**src/rtl/mix_sequencer.sv**
```systemverilog
// mix_sequencer: programmable microfluidic assay controller.
// Doses each enabled inlet channel in index order, with a fixed settle gap
// between doses, then runs a mix dwell and an outlet flush. Abort jumps
// straight to a full flush. All outputs are registered from the next state.
module mix_sequencer #(
  parameter int unsigned NUM_SOLN = 3,
  parameter int unsigned CNT_W    = 16,
  parameter int unsigned GAP_CYC  = 4
) (
  input  logic                                            clk,
  input  logic                                            rst_n,
  input  logic                                            start,
  input  logic                                            abort,
  input  logic [NUM_SOLN-1:0]                             chan_en,
  input  logic [NUM_SOLN*CNT_W-1:0]                       dose_len,
  input  logic [CNT_W-1:0]                                mix_len,
  input  logic [CNT_W-1:0]                                flush_len,
  output logic [NUM_SOLN-1:0]                             valve_open,
  output logic                                            pump_on,
  output logic                                            out_valve_open,
  output logic [((NUM_SOLN > 1) ? $clog2(NUM_SOLN) : 1)-1:0] cur_chan,
  output logic                                            busy,
  output logic                                            done,
  output logic                                            aborted
);

  localparam int unsigned CH_W = (NUM_SOLN > 1) ? $clog2(NUM_SOLN) : 1;

  localparam logic [2:0] S_IDLE  = 3'd0;
  localparam logic [2:0] S_DOSE  = 3'd1;
  localparam logic [2:0] S_GAP   = 3'd2;
  localparam logic [2:0] S_MIX   = 3'd3;
  localparam logic [2:0] S_FLUSH = 3'd4;
  localparam logic [2:0] S_DONE  = 3'd5;

  logic [2:0]               state_q, state_d;
  logic [CNT_W-1:0]         cnt_q, cnt_d;
  logic [CH_W-1:0]          chan_q, chan_d;
  logic [NUM_SOLN-1:0]      en_q, en_d;
  logic [NUM_SOLN*CNT_W-1:0] dose_q, dose_d;
  logic [CNT_W-1:0]         mix_q, mix_d;
  logic [CNT_W-1:0]         flush_q, flush_d;

  logic [NUM_SOLN-1:0]      valve_q, valve_d;
  logic                     pump_q, pump_d;
  logic                     outv_q, outv_d;
  logic                     busy_q, busy_d;
  logic                     done_q, done_d;
  logic                     abt_q, abt_d;

  logic                     idle;
  logic [NUM_SOLN-1:0]      en_src;
  logic [NUM_SOLN*CNT_W-1:0] dose_src;
  logic                     nxt_found;
  logic [CH_W-1:0]          nxt_chan;
  logic [CNT_W-1:0]         nxt_len;

  // Zero-length dwell still occupies one cycle.
  function automatic logic [CNT_W-1:0] len_m1(input logic [CNT_W-1:0] len);
    return (len == '0) ? '0 : len - CNT_W'(1);
  endfunction

  assign idle = (state_q == S_IDLE);

  // Next qualifying channel: lowest enabled nonzero-length channel, above the current one once running.
  always_comb begin
    en_src    = idle ? chan_en  : en_q;
    dose_src  = idle ? dose_len : dose_q;
    nxt_found = 1'b0;
    nxt_chan  = '0;
    nxt_len   = '0;
    for (int i = 0; i < int'(NUM_SOLN); i++) begin
      if (!nxt_found && en_src[i] && (dose_src[i*CNT_W +: CNT_W] != '0) &&
          (idle || (CH_W'(i) > chan_q))) begin
        nxt_found = 1'b1;
        nxt_chan  = CH_W'(i);
        nxt_len   = dose_src[i*CNT_W +: CNT_W];
      end
    end
  end

  // Next-state, counter, config latch and registered-output decode.
  always_comb begin
    state_d = state_q;
    cnt_d   = cnt_q;
    chan_d  = chan_q;
    en_d    = en_q;
    dose_d  = dose_q;
    mix_d   = mix_q;
    flush_d = flush_q;
    abt_d   = abt_q;

    case (state_q)
      S_IDLE: begin
        if (start) begin
          en_d    = chan_en;
          dose_d  = dose_len;
          mix_d   = mix_len;
          flush_d = flush_len;
          abt_d   = 1'b0;
          chan_d  = '0;
          if (nxt_found) begin
            state_d = S_DOSE;
            chan_d  = nxt_chan;
            cnt_d   = nxt_len - CNT_W'(1);
          end else begin
            state_d = S_MIX;
            cnt_d   = len_m1(mix_len);
          end
        end
      end
      S_DOSE: begin
        if (abort) begin
          state_d = S_FLUSH;
          abt_d   = 1'b1;
          cnt_d   = len_m1(flush_q);
        end else if (cnt_q == '0) begin
          if (nxt_found) begin
            state_d = S_GAP;
            cnt_d   = CNT_W'(GAP_CYC - 1);
          end else begin
            state_d = S_MIX;
            cnt_d   = len_m1(mix_q);
          end
        end else begin
          cnt_d = cnt_q - CNT_W'(1);
        end
      end
      S_GAP: begin
        if (abort) begin
          state_d = S_FLUSH;
          abt_d   = 1'b1;
          cnt_d   = len_m1(flush_q);
        end else if (cnt_q == '0) begin
          state_d = S_DOSE;
          chan_d  = nxt_chan;
          cnt_d   = nxt_len - CNT_W'(1);
        end else begin
          cnt_d = cnt_q - CNT_W'(1);
        end
      end
      S_MIX: begin
        if (abort) begin
          state_d = S_FLUSH;
          abt_d   = 1'b1;
          cnt_d   = len_m1(flush_q);
        end else if (cnt_q == '0) begin
          state_d = S_FLUSH;
          cnt_d   = len_m1(flush_q);
        end else begin
          cnt_d = cnt_q - CNT_W'(1);
        end
      end
      S_FLUSH: begin
        if (cnt_q == '0) begin
          state_d = S_DONE;
        end else begin
          cnt_d = cnt_q - CNT_W'(1);
        end
      end
      S_DONE:  state_d = S_IDLE;
      default: state_d = S_IDLE;
    endcase

    valve_d = (state_d == S_DOSE) ? (NUM_SOLN'(1) << chan_d) : '0;
    pump_d  = (state_d == S_DOSE) || (state_d == S_GAP) || (state_d == S_FLUSH);
    outv_d  = (state_d == S_FLUSH);
    busy_d  = (state_d != S_IDLE) && (state_d != S_DONE);
    done_d  = (state_d == S_DONE);
  end

  // State, counter, config and output registers with asynchronous clear.
  always_ff @(posedge clk or negedge rst_n) begin
    if (!rst_n) begin
      state_q <= S_IDLE;
      cnt_q   <= '0;
      chan_q  <= '0;
      en_q    <= '0;
      dose_q  <= '0;
      mix_q   <= '0;
      flush_q <= '0;
      valve_q <= '0;
      pump_q  <= 1'b0;
      outv_q  <= 1'b0;
      busy_q  <= 1'b0;
      done_q  <= 1'b0;
      abt_q   <= 1'b0;
    end else begin
      state_q <= state_d;
      cnt_q   <= cnt_d;
      chan_q  <= chan_d;
      en_q    <= en_d;
      dose_q  <= dose_d;
      mix_q   <= mix_d;
      flush_q <= flush_d;
      valve_q <= valve_d;
      pump_q  <= pump_d;
      outv_q  <= outv_d;
      busy_q  <= busy_d;
      done_q  <= done_d;
      abt_q   <= abt_d;
    end
  end

  assign valve_open     = valve_q;
  assign pump_on        = pump_q;
  assign out_valve_open = outv_q;
  assign cur_chan       = chan_q;
  assign busy           = busy_q;
  assign done           = done_q;
  assign aborted        = abt_q;

endmodule
```
**config.mk**
```make
export PLATFORM = sky130hd
export DESIGN_NAME = mix_sequencer
export DESIGN_NICKNAME = d
export VERILOG_FILES = /design/src/rtl/mix_sequencer.sv
export SDC_FILE = /design/constraint.sdc
export NUM_CORES = 1
export LEC_CHECK = 0
export BUFFER_PORTS_ARGS = -buffer_cell sky130_fd_sc_hd__buf_2
export CELL_PAD_IN_SITES_DETAIL_PLACEMENT = 1
export CELL_PAD_IN_SITES_GLOBAL_PLACEMENT = 1
export CORE_MARGIN = 1
export CORE_UTILIZATION = 46
export CTS_BUF_LIST = sky130_fd_sc_hd__clkbuf_8 sky130_fd_sc_hd__clkbuf_16
export DETAILED_ROUTE_END_ITERATION = 16
export PLACE_DENSITY_LB_ADDON = 0.1
export SLEW_MARGIN = 5
export SYNTH_ARGS = -nofsm -noshare
export SYNTH_HDL_FRONTEND = slang
export SYNTH_SLANG_ARGS = --single-unit
```
**constraint.sdc**
```tcl
create_clock -name clk -period 7.6 [get_ports clk]
set_input_delay 1.9 -clock clk [delete_from_list [all_inputs] [get_ports clk]]
set_output_delay 1.9 -clock clk [all_outputs]
set_load 0.01 [all_outputs]
```
==> results.ini <==
[global_route]
met2_usage_pct=55.4
antenna_found_initial=0
grt_start_max_net_pins=63
grtUsageMet3_pct=5.21
overflow=0
grt_pass1_wl_mm=44.2
grt_pass1_vias=7950
top_usage_layer=met2
track_usage_pct=34.6
grt_use_met1_pct=46.2

[worst_setup_path]
crit_fanout=22
end_kind=flip-flop
cp-start-kind=input pin
cp.required_ps=7830
worstPathArrival_ps=5610
crit_type=input pin to flip-flop

[synthesis]
yosysSeqAreaShare_pct=31.4
yosys_warnings=0
synth_flop_cell=dfrtp_1
synth_area_um2=7560
synth_area_per_cell_um2=7.44
yosysUniqueCellTypes=93
synth_edf_count=0
synth_area_leaders=dfrtp_1 31%, nand2_1 14%, nor2_1 4.5%, o21ai_0 3.4%, mux2i_1 3.3%
async_reset_ff_share_pct=100
synthCells=1017
yosysTopAreaCellShare_pct=31.4
synth_top_area_cell=dfrtp_1
syn_nets=1109
ys_ff_latch=95

[power]
p_leak_uw=0.00370
p_per_area_nw_per_um2=471
ir_drop_mv=0.190
finalPower_uw=3980

[placed_design]
detailedPlace.worstSlack_ps=1940
place_congestion=1.01
dp.cells=1282
hpwl_mm=21.3
io_buffers=96

[clock_network]
postCtsSetupBuffers=0
clk_pin_slew_ps=80
post_cts_resize_count=0
worstSkewPairLatency_ps=360
cts_hold_buf=0
clock-sinks=95
htree_num_levels=3
cts_made_buffers=9
clockBufferDepth=2
cts_root_buf=clkbuf_16
cts_tree=yes

[flow_run]
drv_cap=0

[final_layout]
stdcell_count=1298
final_common_cell=nand2_1
drive_above_1_share_pct=14.4
diodes=0
nets=1169
area_growth_pct=11.6
final_cell_mix=279 x nand2_1, 95 x dfrtp_1, 95 x buf_2, 89 x nor2_1, 52 x o21ai_0

[floorplan]
coreArea_um2=15900
die_area_um2=17000
initial_core_util_pct=47.4
ios=97
rows=46
dieHeight_um=130
fp.dieW_um=130

[route]
drc=0
drt_pass1_iterations=6
wire_per_inst_um=21.7
via_per_inst=6.32
ant_nets=0
vias=8208
drt_iter0_drc=588
drt-total-wl_mm=28.2

[timing]
rsz0062_at_grt=false
finClkSkew_ps=7.36
fmax_mhz=186
fin_setup_tns_ps=0
worst_pin_slew_ps=1070
fin_crit_sh_pct=70.8
setup_viol=0
min_period_ps=5380
finalHoldViolCount=0
slew_viol_final=0
worst_slack_ps=2220
max_slew_margin_pct=28.7

[outcome]
status=completed

[worst_hold_path]
holdCritPathClass=flip-flop to flip-flop

==> synth_stat cells (all sizes together), types with 4 or more instances <==
library cell	instances
a31oi	14
o31ai	9
or3	17
nand4	6
or4	7
nand2	281
nor2	91
nor3	49
o22ai	9
a21oi	43
xnor2	27
xor2	24
nor2b	7
nor4	28
a22oi	8
inv	13
o221ai	6
a211o	4
clkbuf	33
mux2i	25
a21o	4
nand3	13
and3	5
o32ai	4
nand2b	6
buf	23
a221oi	7
and2	12
ha	5
o21a	5
nand3b	5
o21ai	60
o211ai	12
a211oi	8
dfrtp	95
==> routing by layer <==
layer,wire (um),vias up
met2,13000,346
met4,1050,0
li1,-,3746
met5,0,-
met1,12300,4043
met3,1860,73
==> per-stage QoR <==
stage / util [%] / hold slack, ps / area, um^2
floorplan: - / 438 / 7560
global placement: 51.1 / 450 / 8140
detailed placement: 51.1 / 455 / 8140
CTS: 52.9 / 474 / 8440
global route: 52.9 / 498 / 8440
finish: 52.9 / 470 / 8440
==> final timing paths <==
kind	start	end	slack (ps)	cells after the start
max	dose_len[7]	cnt_q[8]	2220	14
min	en_q[2]	en_q[2]	470	2
max reg2reg	state_q[1]	cnt_q[8]	2730	13
min reg2reg	en_q[2]	en_q[2]	470	2
max in group asynchronous	rst_n	dose_q[34]	4900	2
min in group asynchronous	rst_n	flush_q[11]	1500	1
==> power breakdown <==
group	internal, uW	total (uW)	switching, uW
logic	861	2440	1580
clock network	234	477	243
registers	748	1060	308
==> cells by family after synthesis <==
group                    after synthesis  synth area share, %
AO/OA/AOI/OAI                        230                 21.3
XOR/XNOR                              51                 5.91
adder cells (fa/ha/maj)                5                0.827
buffers and inverters                 70                 4.10
flip-flops                            95                 31.4
multiplexers                          26                 3.46
AND/OR/NAND/NOR                      540                 33.0
==> sequential cells by signal, indices dropped and copies added (netlist names) <==
register / cells
done: 1
flush_q: 16
en_q: 2
dose_q: 32
pump_on: 1
valve_open: 3
busy: 1
state_q: 3
cur_chan: 2
cnt_q: 16
mix_q: 16
aborted: 1
out_valve_open: 1
==> cell type report <==
cell class	count	area (um^2)
timing repair buffer	105	551
multi-input combinational	852	4890
sequential	95	2380
clock inverter	7	73.8
clock buffer	9	225
tap	216	270
inverter	14	52.6
fill	2123	7500
==> critical path, cell delays in order <==
cell and delay [ps]:
buf_2 110, nor3_1 280, nand3_1 220, o21ai_2 890, o211ai_1 190, o21ai_1 370, ha_1 290, o21ai_0 120
a31oi_1 230, o2111ai_2 290, o21bai_1 270, xnor2_1 160, o21ai_0 180, a31oi_1 100
Power figures use the tool's default switching activity.
